**config.mk**
```make
export PLATFORM = sky130hd
export DESIGN_NAME = mac_lane_engine
export DESIGN_NICKNAME = d
export VERILOG_FILES = /design/src/rtl/mac_lane_engine.sv
export SDC_FILE = /design/constraint.sdc
export NUM_CORES = 1
export LEC_CHECK = 0
export CAP_MARGIN = 5
export CORE_ASPECT_RATIO = 0.6
export CORE_MARGIN = 4
export CORE_UTILIZATION = 50
export CTS_CLUSTER_SIZE = 20
export DETAILED_ROUTE_END_ITERATION = 10
export PLACE_DENSITY_LB_ADDON = 0.12
export SYNTH_ARGS = -nofsm -noshare
export SYNTH_HDL_FRONTEND = slang
export SYNTH_SLANG_ARGS = --single-unit
```
**constraint.sdc**
```tcl
create_clock -name clk -period 15.7 [get_ports clk]
set_input_delay 3.925 -clock clk [delete_from_list [all_inputs] [get_ports clk]]
set_output_delay 3.925 -clock clk [all_outputs]
set_load 0.02 [all_outputs]
```
**src/rtl/mac_lane_engine.sv**
```systemverilog
// Multi-lane MAC engine: LANES output channels share one activation stream,
// each accumulating KERNEL_LEN taps onto a bias and requantising to N bits.
module mac_lane_engine #(
    parameter int N          = 8,
    parameter int LANES      = 4,
    parameter int KERNEL_LEN = 3,
    parameter int ACC_W      = 2*N+4,
    parameter int BIAS_W     = 2*N,
    parameter int SHIFT      = 2,
    localparam int CW        = $clog2(KERNEL_LEN)+1
) (
    input  logic                    clk,
    input  logic                    rst,
    input  logic                    in_valid,
    output logic                    in_ready,
    input  logic [N-1:0]            x_in,
    input  logic [LANES*N-1:0]      w_in,
    input  logic [LANES*BIAS_W-1:0] bias_in,
    input  logic                    relu_en,
    input  logic                    flush,
    output logic                    out_valid,
    input  logic                    out_ready,
    output logic [LANES*N-1:0]      out_data,
    output logic [CW-1:0]           tap_cnt
);

    typedef enum logic [0:0] {ACCUM, OUT} state_t;

    localparam logic signed [ACC_W:0] RND     = (ACC_W+1)'((2**SHIFT)/2);
    localparam logic signed [ACC_W:0] SAT_MAX = (ACC_W+1)'(2**(N-1)-1);
    localparam logic signed [ACC_W:0] SAT_MIN = (ACC_W+1)'(-(2**(N-1)));

    state_t state, state_next;
    logic   accept, first_tap, last_tap, relu_q, relu_sel;

    logic signed [ACC_W-1:0] acc    [LANES];
    logic signed [ACC_W-1:0] sum_p0 [LANES];
    logic signed [N-1:0]     res_p0 [LANES];
    logic [LANES*N-1:0]      out_p1;

    function automatic logic signed [ACC_W-1:0] mac(
        input logic signed [ACC_W-1:0] base,
        input logic signed [N-1:0]     x,
        input logic signed [N-1:0]     w
    );
        logic signed [2*N-1:0] prod;
        prod = (2*N)'(x) * (2*N)'(w);
        return base + ACC_W'(prod);
    endfunction

    // One extra bit of headroom so the rounding add never wraps.
    function automatic logic signed [ACC_W:0] round_shift(input logic signed [ACC_W-1:0] a);
        logic signed [ACC_W:0] wide;
        wide = (ACC_W+1)'(a) + RND;
        return wide >>> SHIFT;
    endfunction

    function automatic logic signed [N-1:0] saturate(
        input logic signed [ACC_W:0] r,
        input logic                  relu
    );
        logic signed [ACC_W:0] v;
        v = (relu && r[ACC_W]) ? '0 : r;
        if (v > SAT_MAX)
            return SAT_MAX[N-1:0];
        else if (v < SAT_MIN)
            return SAT_MIN[N-1:0];
        else
            return v[N-1:0];
    endfunction

    assign first_tap = (tap_cnt == '0);
    assign last_tap  = (tap_cnt == CW'(KERNEL_LEN-1));
    assign relu_sel  = first_tap ? relu_en : relu_q;
    assign out_data  = out_p1;

    always_ff @(posedge clk) begin
        if (rst) begin
            state   <= ACCUM;
            tap_cnt <= '0;
        end else begin
            state <= state_next;
            if (state == ACCUM && flush)
                tap_cnt <= '0;
            else if (accept)
                tap_cnt <= last_tap ? '0 : tap_cnt + CW'(1);
        end
    end

    always_comb begin
        state_next = state;
        in_ready   = 1'b0;
        out_valid  = 1'b0;
        accept     = 1'b0;
        case (state)
            ACCUM: begin
                in_ready = !flush;
                accept   = in_valid && !flush;
                if (accept && last_tap)
                    state_next = OUT;
            end
            OUT: begin
                out_valid = 1'b1;
                if (out_ready)
                    state_next = ACCUM;
            end
            default: state_next = ACCUM;
        endcase
    end

    // p0: per-lane MAC onto bias or running sum, then requantise
    always_comb begin
        for (int i = 0; i < LANES; i++) begin
            sum_p0[i] = mac(first_tap ? ACC_W'(signed'(bias_in[i*BIAS_W +: BIAS_W])) : acc[i],
                            signed'(x_in), signed'(w_in[i*N +: N]));
            res_p0[i] = saturate(round_shift(sum_p0[i]), relu_sel);
        end
    end

    // p1: running sums and the finished window
    always_ff @(posedge clk) begin
        if (rst) begin
            for (int i = 0; i < LANES; i++)
                acc[i] <= '0;
            out_p1 <= '0;
            relu_q <= 1'b0;
        end else if (accept) begin
            for (int i = 0; i < LANES; i++)
                acc[i] <= sum_p0[i];
            if (first_tap)
                relu_q <= relu_en;
            if (last_tap)
                for (int i = 0; i < LANES; i++)
                    out_p1[i*N +: N] <= res_p0[i];
        end
    end

endmodule
```
==> reports/qor.yml <==
crit_required_ns: 15.98
setup_viol_count_final: 0
num_antenna_cells: 0
insertion_delay_ns: 0.45
fp.dieW_um: 277
path_class: "in -> reg"
cp-end-kind: "flip-flop"
drv_cap: 0
yosysUniqueCellTypes: 93
stdcell_area_um2: 24300
antenna_found_initial: 1
numClockSinks: 117
gr-total-overflow: 0
start_util_pct: 51.2
numCtsBuffers: 17
slew_violations: 0
ctsLongestPathBuffers: 2
yosys_warnings: 0
fin_nets: 3066
grt_max_degree: 62
dp_hpwl_um: 45600
vias: 16806
drc: 0
max_slew.worst_pin.slew_ns: 0.933
firstDrtPassIters: 5
tritoncts: "done"
via_per_inst: 5.60
cts_root_buf: "clkbuf_16"
grt_pass1_wl_um: 93100
core_area_um2: 42400
rsz0062_at_grt: "no"
relSlewSlack_pct: 37.8
io_pins: 147
postPlaceCellArea_um2: 23700
setup_tns_ns: 0
layout_min_cycle_time_ns: 10.89
fin_skew_ns: 0.00904
port_buffers: 146
die_h_um: 169
ant_nets: 0
async_flop_share_pct: 0
path_clk_slew_ns: 0.07
final_util_pct: 57.4
reg2reg_depth: 21
nFillCells: 3750
fmax_mhz: 91.8
drive_gt1_share_pct: 3.87
h-tree-depth: 4
yosysTopAreaCell: "fa_1"
synth_area_per_cell_um2: 9.41
cp-start-kind: "input pin"
place.gp.congestion: 0.896
pre_cts_slack_ns: 4.41
cp.arrival_ns: 11.17
syn-cell-area_um2: 21700
fp-row-count: 58
grt_usage_pct: 24.8
die_area_um2: 46900
dr.first_iter.drc_count: 1089
wl_per_cell_um: 19.0
syn_to_final_growth_pct: 12.2
synth.area.top_cells: "fa_1 33%, edfxtp_1 11%, ha_1 11%"
worstPathMaxFanout: 32
cts_hold_buf: 0
ys.flop_type: "edfxtp_1"
worstHoldPathCells: 2
syn_nets: 2953
fin_ws_ns: 4.81
synth_edf_count: 80
ys_seq_elements: 117
grt_pass1_vias: 17025
status: "complete, no violations"
netlist.area_leader.share_pct: 32.5
hold_viol: 0
hold_class: "reg -> reg"
post-route-period-util_pct: 69.4
syn_inst: 2303
routed_wl_um: 57000
postCtsSetupRepairBufs: 0
synth_seq_area_share_pct: 14.5
ctsResizeCount: 0
## cell type report
cell class | instances | area [um^2] | share of cell area, %
multi-input cells | 1755 | 16900 | 69.6
flip-flops and latches | 117 | 3140 | 12.9
repair buffers | 160 | 1570 | 6.44
inverters | 365 | 1370 | 5.63
well taps | 570 | 713 | 2.93
clock buffers | 18 | 450 | 1.85
clock inverters | 14 | 163 | 0.668
## critical path, cell delays in order
cell             delay, ns
clkdlybuf4s50_1       0.46
buf_4                 0.35
and2_1                0.21
inv_1                 0.32
fa_1                  0.63
inv_1                 0.06
fa_1                  0.47
fa_1                  0.52
fa_1                  0.52
fa_1                  0.49
ha_1                  0.36
o21ai_0               0.17
o211ai_1              0.14
a31oi_1               0.36
o21ai_0               0.24
xnor2_1               0.43
nor2_1                0.12
a31oi_1               0.72
a21oi_1               0.17
a31o_2                0.31
o21ai_0               0.09
a31oi_1               0.08
## cell usage after synthesis (all sizes together), types with 5 or more instances
library cell	count
inv	362
fa	352
nand2	209
ha	188
and2	169
nor2	141
edfxtp	80
xnor2	76
o21ai	71
a21oi	62
clkbuf	58
mux2i	50
nand3	43
a211oi	37
dfxtp	37
nor3	32
xor2	27
a31oi	25
a21o	23
nor4	16
and3	15
nand2b	14
or2	14
o21a	13
or3	13
o211ai	11
o21bai	11
nand3b	10
nor3b	10
nor2b	9
o31ai	9
buf	8
nand4	8
or4	8
o311ai	7
o221a	6
a311oi	5
a31o	5
o22ai	5
## metal layers
metal / up-vias / GRT usage (%) / routed length [um]
met3: 48 / 3.62 / 3120
met1: 8453 / 37.8 / 27900
met4: 2 / 5.07 / 882
met5: - / 0 / 13
li1: 7842 / - / -
met2: 461 / 38.1 / 25000
## sequential cells by signal, indices dropped and copies added, names as in the netlist
register	cells
acc	80
relu_q	1
out_data	32
tap_cnt	3
state	1
## worst paths after layout
path | from | endpoint | slack, ns
max | x_in[7] | out_data[27] | 4.81
min | out_data[31] | out_data[31] | 0.46
max reg2reg | tap_cnt[0] | out_data[27] | 7.76
min reg2reg | out_data[31] | out_data[31] | 0.46
## cell usage in the layout (no fill, tap or decap), types with 37 or more instances in the layout
cell type	netlist	routed
nand2_1	209	209
ha_1	188	188
fa_1	352	352
mux2i_1	50	50
dfxtp_1	37	37
nand3_1	43	43
nor2_1	140	140
edfxtp_1	80	80
o21ai_0	44	44
and2_1	167	167
a21oi_1	62	62
xnor2_1	75	75
clkdlybuf4s50_1	0	146
inv_1	360	360
## per-stage QoR
stage,hold WS (ns),cells
2_1_floorplan,0.490,2303
3_3_place_gp,0.443,2967
3_5_place_dp,0.451,2967
4_1_cts,0.464,2999
5_1_grt,0.492,2999
6_report,0.457,2999
## cell families after synthesis
group / after synthesis / synth area share, %
AND/OR/NAND/NOR: 727 / 17.2
adder cells (fa/ha/maj): 540 / 43.4
buffers and inverters: 431 / 7.49
AO/OA/AOI/OAI: 334 / 10.9
flip-flops: 117 / 14.5
XOR/XNOR: 103 / 4.20
multiplexers: 51 / 2.36
Power is left out: the tool's default activity adds up to more than one toggle a clock period on the data nets, which glitch-free logic cannot reach.
